<file path="config.mk">
export PLATFORM = sky130hd
export DESIGN_NAME = load_channel_responder
export DESIGN_NICKNAME = d
export VERILOG_FILES = /design/src/rtl/load_channel_responder.sv
export SDC_FILE = /design/constraint.sdc
export NUM_CORES = 1
export LEC_CHECK = 0
export ABC_CLOCK_PERIOD_IN_PS = 5900
export BUFFER_PORTS_ARGS = -buffer_cell sky130_fd_sc_hd__buf_4
export CORE_ASPECT_RATIO = 1.25
export CORE_UTILIZATION = 25
export DETAILED_ROUTE_END_ITERATION = 16
export SLEW_MARGIN = 20
export SYNTH_ARGS = -nofsm -noshare
export SYNTH_HDL_FRONTEND = slang
export SYNTH_SLANG_ARGS = --single-unit
export TNS_END_PERCENT = 20
</file>
<file path="constraint.sdc">
create_clock -name clk_i -period 5.9 [get_ports clk_i]
set_clock_uncertainty 0.1 [all_clocks]
set_input_delay 0.59 -clock clk_i [delete_from_list [all_inputs] [get_ports clk_i]]
set_output_delay 0.59 -clock clk_i [all_outputs]
set_load 0.02 [all_outputs]
</file>
<file path="src/rtl/load_channel_responder.sv">
// Load-channel responder: queues word fetch addresses, issues them to a backend
// with bounded outstanding reads and returns data in order; invalidate flushes all.
module load_channel_responder #(
    parameter int FIFO_DEPTH      = 8,
    parameter int MAX_OUTSTANDING = 4,
    parameter int ADDR_WIDTH      = 32
) (
    input  logic                  clk_i,
    input  logic                  rst_n_i,
    input  logic                  request_i,
    input  logic [ADDR_WIDTH-1:0] address_i,
    input  logic                  invalidate_i,
    output logic [31:0]           data_o,
    output logic                  valid_o,
    output logic                  full_o,
    output logic                  busy_o,
    output logic                  overflow_o,
    output logic                  mem_request_o,
    output logic [ADDR_WIDTH-1:0] mem_address_o,
    input  logic                  mem_ready_i,
    input  logic [31:0]           mem_data_i,
    input  logic                  mem_valid_i
);
    localparam int PTR_W = $clog2(FIFO_DEPTH);
    localparam int OUT_W = $clog2(MAX_OUTSTANDING + 1);

    logic [ADDR_WIDTH-1:0] fifo_mem [FIFO_DEPTH];
    logic [PTR_W:0]        wr_ptr_q;
    logic [PTR_W:0]        rd_ptr_q;
    logic [PTR_W:0]        count;
    logic [PTR_W:0]        count_next;
    logic                  full_q;
    logic                  empty;
    logic [ADDR_WIDTH-1:0] head;
    logic [OUT_W-1:0]      outstanding_q;
    logic [OUT_W-1:0]      drop_count_q;
    logic                  overflow_q;
    logic                  valid_q;
    logic [31:0]           data_q;
    logic                  push;
    logic                  pop;
    logic                  resp_fire;

    assign empty = (wr_ptr_q == rd_ptr_q);
    assign count = wr_ptr_q - rd_ptr_q;
    assign head  = fifo_mem[rd_ptr_q[PTR_W-1:0]];

    assign pop  = !empty && (outstanding_q < OUT_W'(MAX_OUTSTANDING)) && mem_ready_i && !invalidate_i;
    // A pop in the same cycle frees the slot, so a push while full still lands.
    assign push = request_i && !invalidate_i && (!full_q || pop);
    assign resp_fire = mem_valid_i && (drop_count_q == '0) && !invalidate_i;

    assign mem_request_o = pop;
    assign mem_address_o = pop ? {head[ADDR_WIDTH-1:2], 2'b00} : '0;
    assign full_o        = full_q;
    assign overflow_o    = overflow_q;
    assign busy_o        = !empty || (outstanding_q != '0) || (drop_count_q != '0);
    assign valid_o       = valid_q && !invalidate_i;
    assign data_o        = data_q;

    always_comb begin
        count_next = count;
        if (invalidate_i) begin
            count_next = '0;
        end else begin
            case ({push, pop})
                2'b10:   count_next = count + 1'b1;
                2'b01:   count_next = count - 1'b1;
                default: count_next = count;
            endcase
        end
    end

    always_ff @(posedge clk_i) begin
        if (push) begin
            fifo_mem[wr_ptr_q[PTR_W-1:0]] <= address_i;
        end
    end

    always_ff @(posedge clk_i or negedge rst_n_i) begin
        if (!rst_n_i) begin
            wr_ptr_q <= '0;
            rd_ptr_q <= '0;
            full_q   <= 1'b0;
        end else begin
            if (invalidate_i) begin
                rd_ptr_q <= wr_ptr_q;
            end else begin
                if (push) wr_ptr_q <= wr_ptr_q + 1'b1;
                if (pop)  rd_ptr_q <= rd_ptr_q + 1'b1;
            end
            full_q <= (count_next == (PTR_W+1)'(FIFO_DEPTH));
        end
    end

    // outstanding counts every read in flight at the backend, zombies included;
    // drop_count is the subset whose data must be discarded.
    always_ff @(posedge clk_i or negedge rst_n_i) begin
        if (!rst_n_i) begin
            outstanding_q <= '0;
            drop_count_q  <= '0;
        end else begin
            case ({pop, mem_valid_i})
                2'b10:   outstanding_q <= outstanding_q + 1'b1;
                2'b01:   outstanding_q <= outstanding_q - 1'b1;
                default: outstanding_q <= outstanding_q;
            endcase
            if (invalidate_i) begin
                drop_count_q <= outstanding_q - OUT_W'(mem_valid_i);
            end else if (mem_valid_i && (drop_count_q != '0)) begin
                drop_count_q <= drop_count_q - 1'b1;
            end
        end
    end

    always_ff @(posedge clk_i or negedge rst_n_i) begin
        if (!rst_n_i) begin
            overflow_q <= 1'b0;
            valid_q    <= 1'b0;
            data_q     <= '0;
        end else begin
            if (invalidate_i) begin
                overflow_q <= 1'b0;
            end else if (request_i && full_q && !pop) begin
                overflow_q <= 1'b1;
            end
            valid_q <= resp_fire;
            if (resp_fire) begin
                data_q <= mem_data_i;
            end
        end
    end

    a_no_orphan_response: assert property (@(posedge clk_i) disable iff (!rst_n_i)
        mem_valid_i |-> (outstanding_q != '0));

endmodule

</file>
==> results of run 1 <==
## worst max-delay path, stage by stage (launching register included)
cell and delay [ps]:
dfrtp_4 650, ha_1 470, nand3_1 180, o21ai_2 250, or2_2 660, buf_4 450
a21oi_1 180, buf_4 200
## synth_stat cells (all sizes together) (6+ instances only)
library cell | n | area, um2
a21oi | 34 | 275
edfxtp | 240 | 7210
ha | 13 | 163
nor2 | 9 | 33.8
dfrtp | 49 | 1230
o21ai | 6 | 33.8
buf | 22 | 144
inv | 15 | 56.3
clkbuf | 9 | 33.8
mux4 | 60 | 1350
xnor2 | 9 | 78.8
mux2 | 33 | 372
nand2 | 74 | 278
## logic make-up after synthesis
family          count (synthesis)
xor+xnor                       14
mux                            96
compound gates                 49
simple gates                  105
buf+inv                        46
fa+ha+maj                      16
other cells                     1
flops                         289
## layout make-up
type	count	area (um2)
clock buffer	35	791
clock inverter	20	208
fill	4475	31600
inverter	15	56.3
multi-input combinational	282	3030
sequential	289	8440
tap	585	732
timing repair buffer	149	1120
## metal layers
metal	GRT usage, %	up-vias	wire length (um)	part of all wire, %
met5	0	-	0	0
met4	3.80	0	685	2.6
met3	2.01	41	1060	4.1
met2	19.5	104	13400	52
met1	13.3	3065	10800	42
li1	-	2702	-	-
## worst paths after layout
| path | from | end | cells past startpoint |
|---|---|---|---|
| worst max register to register | rd_ptr_q[0] | full_o | 11 |
| min in group asynchronous | rst_n_i | data_o[18] | 2 |
| worst min register to register | data_o[28] | data_o[28] | 1 |
| worst max-delay path | rd_ptr_q[0] | mem_address_o[2] | 7 |
| max in group asynchronous | rst_n_i | rd_ptr_q[0] | 2 |
| worst min-delay path | address_i[18] | fifo_mem[4][18] | 1 |
## where the power goes
part           leakage [nW]  total, mW  internal [mW]  switching (mW)
logic                  1.79       2.14          0.962            1.18
clock network         0.492       1.92           1.13           0.785
registers              2.77       2.69           2.52           0.172
total                  5.05       6.75           4.61            2.14
## state kept, by name, summed over array words and instances (netlist names)
| signal | flops |
|---|---|
| data_o | 32 |
| overflow_o | 1 |
| full_o | 1 |
| drop_count_q | 3 |
| rd_ptr_q | 4 |
| fifo_mem | 240 |
| valid_q | 1 |
| outstanding_q | 3 |
| wr_ptr_q | 4 |
==> results by group, run 1 <==
Power and ir drop
  • Pwr Total: 6.75 mW
  • Worst vdd ir: 0.202 mV
  • Leak pwr: 5.05 nW
  • Pwr dens: 469 nW/um2

Floorplanning
  • Die height: 243 um
  • Die width: 195 um
  • Starting Density: 25.3%
  • Die ar.: 47400 um2
  • Row count: 88
  • I/O pin cnt: 139
  • Core box area: 46000 um2

Layout
  • End-of-flow core utilization: 31.2%
  • Most common cell after layout, fill and taps aside: edfxtp_1
  • Ant diodes: 0
  • Finished Layout Cells: 1375
  • Area growth, synth to finish: 23.5%
  • Cell area after layout: 14400 um2
  • Most frequent cells in the layout: 240 x edfxtp_1, 148 x buf_4, 74 x nand2_1
  • Fraction of layout cells with a size suffix above 1: 41.9%
  • NumNets Final: 853

Critical path
  • CP Max Fanout: 21
  • Critical path class: reg -> out
  • Worst setup SP type: flip-flop
  • Crit path required time: 5210 ps
  • CP endpoint kind: output port
  • Crit path DAT: 3600 ps
  • Reg2reg setup slack: 1770 ps

Logic synthesis
  • Register area share after synthesis: 72.5%
  • XOR/XNOR Fraction of Synth Area: 1.12%
  • Simple-gate share of the synthesized area: 3.97%
  • YS warnings: 0
  • Distinct cells, synth: 45
  • Syn avg cell area: 18.9 um2
  • Post-synthesis mux area share: 15.1%
  • Mapped cell area: 11600 um2
  • Synth Area in Adders: 1.91%
  • Cells after synthesis: 616
  • Async set-reset flop share out of synthesis: 17.0%
  • FF+latch count, synth: 289
  • Largest family of logic cells by synthesized area: multiplexers
  • Post-synthesis compound-gate area fraction: 3.44%
  • Main synth FF type: edfxtp_1
  • EDFF count, synth: 240

Clocking
  • CTS root buf: clkbuf_16
  • CTS Hold Buffers Added: 1
  • Clock Latency Late Sink: 550 ps
  • CTS tree: built
  • Post-CTS setup buffer count: 0
  • Clock sink count: 289
  • H-tree depth: 1
  • Clock slew at reported path FFs: 60 ps
  • CTS max path bufs: 3
  • Number of CTS-inserted buffers: 30
  • Post_cts resized: 0

STA
  • Final hold violation count: 0
  • Final setup violation count: 0
  • Setup WS post-layout: 1610 ps
  • RSZ-0062 raised after global routing: false
  • Min Hold Slack: 151 ps
  • Minimum clock period: 4290 ps
  • Max-slew violations: 0
  • Slew at the pin closest to its max-slew limit: 1010 ps
  • Relative slew slack: 32.8%
  • Setup TNS Final: 0 ps
  • Peak Freq: 233 MHz
  • Final Cycle Share: 72.8%

Place
  • Setup WS pre-CTS: 1750 ps
  • # port buffers: 134
  • Final RePlAce weighted congestion: 0.700
  • Placed Cells incl. Taps: 1319
  • Detail Placement HPWL: 14600 um
  • DP Area: 13400 um2

Min path
  • HP Class: in -> reg

Global routing
  • Total GRT Usage: 11.0%
  • Largest net degree at the start of global routing: 65
  • GRT overflow: 0
  • First-pass GRT wire length: 39100 um
  • Vias in the first global route: 6265
  • Antenna violations before repair: 0

Detailed routing
  • Wire per inst: 18.9 um
  • Routed Antenna Nets: 0
  • DR DRC count: 0
  • DR iter-0 viols: 268
  • TritonRoute pass-1 iters: 5
  • Vias per inst: 4.30
  • Routed via count: 5912
  • Total wire length: 26000 um

Run
  • Max_cap viols: 0

Outcome
  • Status: finished, final reports clean
(Power assumes the default switching activity.)
==> run 2: changes to the inputs <==
- ABC_AREA: default -> 1
- ABC_CLOCK_PERIOD_IN_PS: 5900 -> 3600
- clock period: 5.9 -> 3.6 ns (I/O delays scaled with it)
==> run 2 against run 1 <==
Net effect: routed wire length is 19% higher; worst hold slack lost 130 ps; setup slack got worse by 1400 ps; combinational power is 83% higher; critical path depth increased by 1; sequential power up 59%; synthesized area rose by 4.5%; flip-flop and latch count is the same; register-to-register slack worse by 1300 ps; design area up 8.6%; critical path type unchanged; largest cell class unchanged; largest power group unchanged.
==> results by group, run 2 <==
Floorplanning
  • Die width: 199 um (+2.2%)
  • Row count: 90 (+2.3%)
  • Die ar.: 49600 um2 (+4.5%)
  • I/O pin cnt: 139 (unchanged)
  • Starting Density: 25.2% (-0.047 points)
  • Die height: 249 um (+2.2%)
  • Core box area: 48200 um2 (+4.7%)

STA
  • Final Cycle Share: 94.0%
  • Max-slew violations: 0 (unchanged)
  • Minimum clock period: 3390 ps
  • Slew at the pin closest to its max-slew limit: 949 ps (-58.4 ps)
  • RSZ-0062 raised after global routing: false
  • Setup WS post-layout: 214 ps (-1390 ps)
  • Peak Freq: 295 MHz
  • Relative slew slack: 36.7% (+3.8 points)
  • Setup TNS Final: 0 ps (unchanged)
  • Final hold violation count: 0 (unchanged)
  • Final setup violation count: 0 (unchanged)

Logic synthesis
  • XOR/XNOR Fraction of Synth Area: 0.576% (-0.54 points)
  • Syn avg cell area: 11.5 um2 (-39%)
  • Register area share after synthesis: 69.3% (-3.1 points)
  • Dominant cell type by area after synthesis: edfxtp_1
  • Area contributors post-synth: edfxtp_1 59%, nand2_1 12%, dfrtp_1 10%
  • Cells after synthesis: 1059 (+72%)
  • Mapped cell area: 12200 um2 (+4.5%)
  • Simple-gate share of the synthesized area: 21.1% (+17 points)
  • Top-count cell post-synth: nand2_1
  • YS warnings: 0 (unchanged)
  • EDFF count, synth: 240 (unchanged)
  • Post-synthesis compound-gate area fraction: 3.41% (-0.026 points)
  • Distinct cells, synth: 29 (-36%)
  • Post-synth top area share: 59.2% (-2.7 points)
  • Synth Area in Adders: 1.83% (-0.083 points)
  • Main synth FF type: edfxtp_1
  • Largest family of logic cells by synthesized area: simple AND/OR/NAND/NOR gates
  • Top cells by count, synth: 376 x nand2_1, 240 x edfxtp_1, 139 x nand3_1, 65 x a21oi_1, 49 x dfrtp_1
  • Async set-reset flop share out of synthesis: 17.0% (unchanged)
  • FF+latch count, synth: 289 (unchanged)
  • Post-synthesis mux area share: 0% (-15 points)

Global routing
  • Largest net degree at the start of global routing: 126 (+94%)
  • Total GRT Usage: 12.6% (+1.6 points)
  • Vias in the first global route: 8514 (+36%)
  • Antenna violations before repair: 2 (+2)
  • GRT overflow: 0 (unchanged)
  • First-pass GRT wire length: 47500 um (+22%)

Critical path
  • Crit path DAT: 2930 ps (-670 ps)
  • Slowest stage cell, crit path: dfrtp_4
  • Slowest cell delay on critical path: 490 ps (-170 ps)
  • Worst r2r src: wr_ptr_q[0]
  • CP Max Fanout: 125 (+500%)
  • Crit path required time: 3140 ps (-2070 ps)
  • Crit-path most repeated cell: buf_12
  • CP endpoint kind: output port
  • CP delay by family, top: buffers and inverters
  • Worst-path cell chain: buf_12 -> clkinv_2 -> buf_12 -> nand2_1 -> nand3_1 -> a21oi_1 -> nor3_1 -> buf_4
  • Critical path class: reg -> out
  • Worst setup SP type: flip-flop
  • Buf/Inv on CP: 4 (+2)
  • Launch point of the worst path: rd_ptr_q[0]

Layout
  • End-of-flow core utilization: 32.4% (+1.2 points)
  • Max reg flops: 240 (unchanged)
  • Finished Layout Cells: 1925 (+40%)
  • Most frequent cells in the layout: 376 x nand2_1, 240 x edfxtp_1, 154 x buf_4
  • Cell area after layout: 15600 um2 (+8.6%)
  • NumNets Final: 1343 (+57%)
  • Ant diodes: 0 (unchanged)
  • Fraction of layout cells with a size suffix above 1: 19.7% (-22 points)
  • Most common cell after layout, fill and taps aside: nand2_1
  • Area growth, synth to finish: 28.3%

Clocking
  • Clock Latency Late Sink: 550 ps (about the same)
  • Number of CTS-inserted buffers: 34 (+13%)
  • CTS tree: built
  • CTS max path bufs: 3 (unchanged)
  • H-tree depth: 2 (+1)
  • Post_cts resized: 0 (unchanged)
  • Clock sink count: 289 (unchanged)
  • Clock slew at reported path FFs: 60 ps (about the same)
  • CTS root buf: clkbuf_16

Power and ir drop
  • Leak pwr: 6.05 nW (+20%)
  • Pwr dens: 731 nW/um2 (+56%)
  • Comb power frac: 34.3% (+2.6 points)
  • Net Sw Frac: 36.6% (+5.0 points)
  • Clock share of power: 28.3% (about the same)
  • Pint: 7.23 mW (+57%)
  • NetSw: 4.18 mW (+96%)
  • Flop pwr share: 37.5% (-2.3 points)
  • Worst vdd ir: 0.441 mV (+120%)

Detailed routing
  • Met3 wire len: 2070 um (+95%)
  • Total wire length: 31000 um (+19%)
  • Routed via count: 8362 (+41%)
  • DR iter-0 viols: 353 (+32%)
  • Max Used Layer: met5
  • Post-Route M1 WL: 13000 um (+21%)
  • Routed Antenna Nets: 0 (unchanged)
  • DR DRC count: 0 (unchanged)
  • Vias per inst: 4.34 (+1.0%)
  • WL met2: 14900 um (+11%)
  • Wire per inst: 16.1 um (-15%)
  • TritonRoute pass-1 iters: 4 (-1)

Place
  • # port buffers: 134 (unchanged)
  • Placed Cells incl. Taps: 1801 (+37%)
  • Setup WS pre-CTS: 494 ps (-1260 ps)
  • Detail Placement HPWL: 16800 um (+15%)
  • Final RePlAce weighted congestion: 0.711 (+1.5%)
  • DP Area: 13900 um2 (+4.3%)

Min path
  • HP Class: in -> reg
  • Worst hold start: request_i

Run
  • Max_cap viols: 0 (unchanged)

Outcome
  • Status: finished, final reports clean
==> run 2: changes by cell type after synthesis, moves of 10 or more <==
cell / change
nand2_1: +302
nor3_2: +26
buf_2: +21
inv_1: +14
nand3_1: +137
a21oi_2: -28
mux4_2: -60
a21oi_1: +59
mux2_2: -33
nor2_1: +10
==> run 2: power by group through the flow <==
stage | clock [mW] | sequential [mW] | combinational [mW]
finish | 3.22 | 4.28 | 3.91
floorplan | 0 | 4.50 | 2.46
global route | 3.42 | 4.32 | 4.33
global placement | 0 | 4.32 | 3.80
CTS | 3.30 | 4.27 | 3.94
detailed placement | 0 | 4.33 | 3.87
==> run 2: final cells by class <==
class / count / area, um2
Tap cell: 644 / 806
Clock buffer: 44 / 888
Sequential cell: 289 / 8440
Fill cell: 4817 / 32600
Clock inverter: 16 / 141
Timing Repair Buffer: 222 / 1880
Multi-Input combinational cell: 678 / 3340
Inverter: 32 / 121
==> run 2: repair_timing <==
item / CTS / global route
hold endpoints to repair: 322 / 0
hold buffers: 64 / 0
setup endpoints to repair: 0 / 0
buffers inserted: 0 / 0
==> run 2: cell families after synthesis <==
logic type,Yosys count
AND/OR/NAND/NOR,575
flip-flops,289
buffers and inverters,93
AO/OA/AOI/OAI,77
adder cells (fa/ha/maj),16
XOR/XNOR,8
other,1
==> run 2: path summary, 6_finish.rpt <==
check | cells past startpoint | endpoint | slack [ps]
max in group asynchronous | 2 | rd_ptr_q[0] | 2600
min | 3 | overflow_o | 20
max | 8 | mem_address_o[31] | 210
min reg2reg | 2 | data_o[10] | 380
max reg2reg | 17 | full_o | 470
min in group asynchronous | 2 | data_o[26] | 280
==> run 2: routing by layer <==
layer / vias up / GRT usage, %
met5: - / 0
met4: 4 / 4.46
met3: 70 / 4.01
met2: 225 / 21.2
met1: 4030 / 15.0
li1: 4033 / -
==> run 2: through the flow <==
step | power [mW] | hold slack (ps)
floorplan | 6.95 | -35.6
global placement | 8.12 | 332
detailed placement | 8.20 | 338
CTS | 11.5 | 5.63
global route | 12.1 | 18.2
finish | 11.4 | 22.6
==> run 2: worst min-delay path, stage by stage <==
cell and delay, ps:
buf_4 120, nand3_1 80, a21oi_1 60
==> run 3: changes to the inputs <==
- BUFFER_PORTS_ARGS: -buffer_cell sky130_fd_sc_hd__buf_4 -> -buffer_cell sky130_fd_sc_hd__buf_2
- CORE_MARGIN: default -> 5
- SKIP_LAST_GASP: default -> 1
==> run 3 against run 2 <==
Net effect: power fell by 2.5%; sequential power hardly changed; via count fell by 0.73%; die area rose by 7.4%; clock power shrank 2%; worst hold slack improved by 18 ps.
==> results by group, run 3 (synthesis results as in run 2) <==
Clocking
  • CTS root buf: clkbuf_16
  • CTS max path bufs: 3 (unchanged)
  • Number of CTS-inserted buffers: 31 (-8.8%)
  • CTS tree: built
  • Clock sink count: 289 (unchanged)
  • Post-CTS setup buffer count: 0 (unchanged)
  • Clock Latency Late Sink: 580 ps (+30 ps)
  • Clock slew at reported path FFs: 70 ps (about the same)
  • H-tree depth: 1 (-1)

Critical path
  • Buf/Inv on CP: 5 (+1)
  • Worst setup SP type: flip-flop
  • Reg2Reg Depth: 17 (unchanged)
  • Worst r2r src: wr_ptr_q[0]
  • Slowest stage cell, crit path: dfrtp_4
  • Slowest cell delay on critical path: 410 ps (-80 ps)
  • Levels on crit path: 9 (+1)
  • CP endpoint kind: output port
  • CP Max Fanout: 49 (-61%)
  • Critical path class: reg -> out
  • Crit path required time: 3140 ps (about the same)
  • Crit path DAT: 2860 ps (-70 ps)
  • CP delay by family, top: buffers and inverters
  • Worst-path cell chain: buf_6 -> clkinv_4 -> buf_4 -> buf_4 -> nand2_1 -> nand3_1 -> a21oi_1 -> nor3_2 -> buf_2
  • Launch point of the worst path: rd_ptr_q[0]
  • Crit-path most repeated cell: buf_4

Global routing
  • First-pass GRT wire length: 47800 um (+0.54%)
  • Total GRT Usage: 11.2% (-1.5 points)
  • Largest net degree at the start of global routing: 78 (-38%)
  • Vias in the first global route: 8491 (-0.27%)
  • GRT overflow: 0 (unchanged)
  • Antenna violations before repair: 3 (+1)

STA
  • Final Cycle Share: 92.3% (-1.7 points)
  • Peak Freq: 301 MHz (+1.9%)
  • Setup WS post-layout: 277 ps (+62.8 ps)
  • Slew at the pin closest to its max-slew limit: 955 ps (+5.73 ps)
  • RSZ-0062 raised after global routing: false
  • Max-slew violations: 0 (unchanged)
  • Minimum clock period: 3320 ps (-62.8 ps)
  • Relative slew slack: 36.3% (-0.38 points)
  • Final setup violation count: 0 (unchanged)
  • Setup TNS Final: 0 ps (unchanged)
  • Final hold violation count: 0 (unchanged)

Floorplanning
  • Die width: 207 um (+4.0%)
  • Core box area: 48200 um2 (unchanged)
  • Starting Density: 25.2% (unchanged)
  • Row count: 90 (unchanged)
  • Die ar.: 53200 um2 (+7.4%)
  • Die height: 257 um (+3.2%)
  • I/O pin cnt: 139 (unchanged)

Layout
  • Most frequent cells in the layout: 376 x nand2_1, 240 x edfxtp_1, 139 x nand3_1
  • Max reg flops: 240 (unchanged)
  • Most common cell after layout, fill and taps aside: nand2_1
  • End-of-flow core utilization: 31.7% (-0.72 points)
  • Finished Layout Cells: 1931 (+0.31%)
  • NumNets Final: 1347 (+0.30%)
  • Fraction of layout cells with a size suffix above 1: 20.5% (+0.79 points)
  • Fillers: 4906 (+1.8%)
  • Area growth, synth to finish: 25.5%

Place
  • Placed Cells incl. Taps: 1808 (+0.39%)
  • # port buffers: 134 (unchanged)
  • Detail Placement HPWL: 17900 um (+6.3%)
  • Final RePlAce weighted congestion: 0.722 (+1.6%)
  • Setup WS pre-CTS: 485 ps (-8.78 ps)

Min path
  • Worst hold start: invalidate_i
  • WHS Path Cells: 2 (-1)
  • HP Class: in -> reg

Power and ir drop
  • Leak pwr: 6.00 nW (-0.90%)
  • Pwr dens: 729 nW/um2 (-0.31%)
  • Worst vdd ir: 0.456 mV (+3.3%)
  • Pwr Total: 11.1 mW (-2.5%)

Outcome
  • Status: finished, final reports clean

Detailed routing
  • Total wire length: 30600 um (-1.1%)
  • Wire per inst: 15.9 um (-1.4%)
  • DR iter-0 viols: 423 (+20%)
  • TritonRoute pass-1 iters: 5 (+1)
  • DR DRC count: 0 (unchanged)
  • Vias per inst: 4.30 (-1.0%)
  • Routed via count: 8301 (-0.73%)
  • Routed Antenna Nets: 0 (unchanged)

Run
  • Max_cap viols: 0 (unchanged)
## run 3: final cells by class
| class | instances | area [um2] | share of cell area (%) |
|---|---|---|---|
| clock buffers | 37 | 798 | 5.23 |
| diodes | 2 | 5.00 | 0.0328 |
| flip-flops and latches | 289 | 8440 | 55.3 |
| multi-input cells | 678 | 3340 | 21.9 |
| repair buffers | 229 | 1560 | 10.2 |
| inverters | 32 | 125 | 0.820 |
| well taps | 644 | 806 | 5.28 |
| clock inverters | 20 | 199 | 1.30 |
## run 3: report_power, final
group          leakage [nW]  internal [mW]  switching (mW)
Clock                 0.496           1.81            1.33
Sequential             2.78           4.05           0.212
Combinational          2.72           1.18            2.54
Total                  6.00           7.04            4.08
## run 3: routing by layer
metal	track usage (%)	vias up	part of all wire, %
li1	-	4045	-
met1	14.2	3999	43
met2	19.4	217	49
met3	2.74	38	6.6
met4	2.46	2	1.6
met5	0	-	0.042
## run 3: what timing repair did
action | 4_1_cts | 5_1_grt
hold endpoints to repair | 293 | 0
hold buffers | 64 | 0
gates resized for setup | 1 | 4
endpoints found under the setup margin | 12 | 23
## run 3: final timing paths
kind                                          end  slack, ps
min in group asynchronous              data_o[22]        190
worst min-delay path                   overflow_o         40
worst max register to register             full_o        490
worst min register to register          data_o[9]        380
max in group asynchronous               data_o[1]       2380
worst max-delay path            mem_address_o[29]        280
## run 3: through the flow
step	instance area, um2	hold WS, ps
2_1_floorplan	12200	-35.6
6_report	15300	40.3
3_3_place_gp	13600	269
3_5_place_dp	13600	271
4_1_cts	15200	13.4
5_1_grt	15300	62.2
## run 3: worst register-to-register path: cells and delay by family, from the launching register on
family / cells / cell delay [ps]
AND/OR/NAND/NOR: 13 / 1250
adder cells (fa/ha/maj): 3 / 1140
buffers and inverters: 1 / 130
flip-flops: 1 / 470
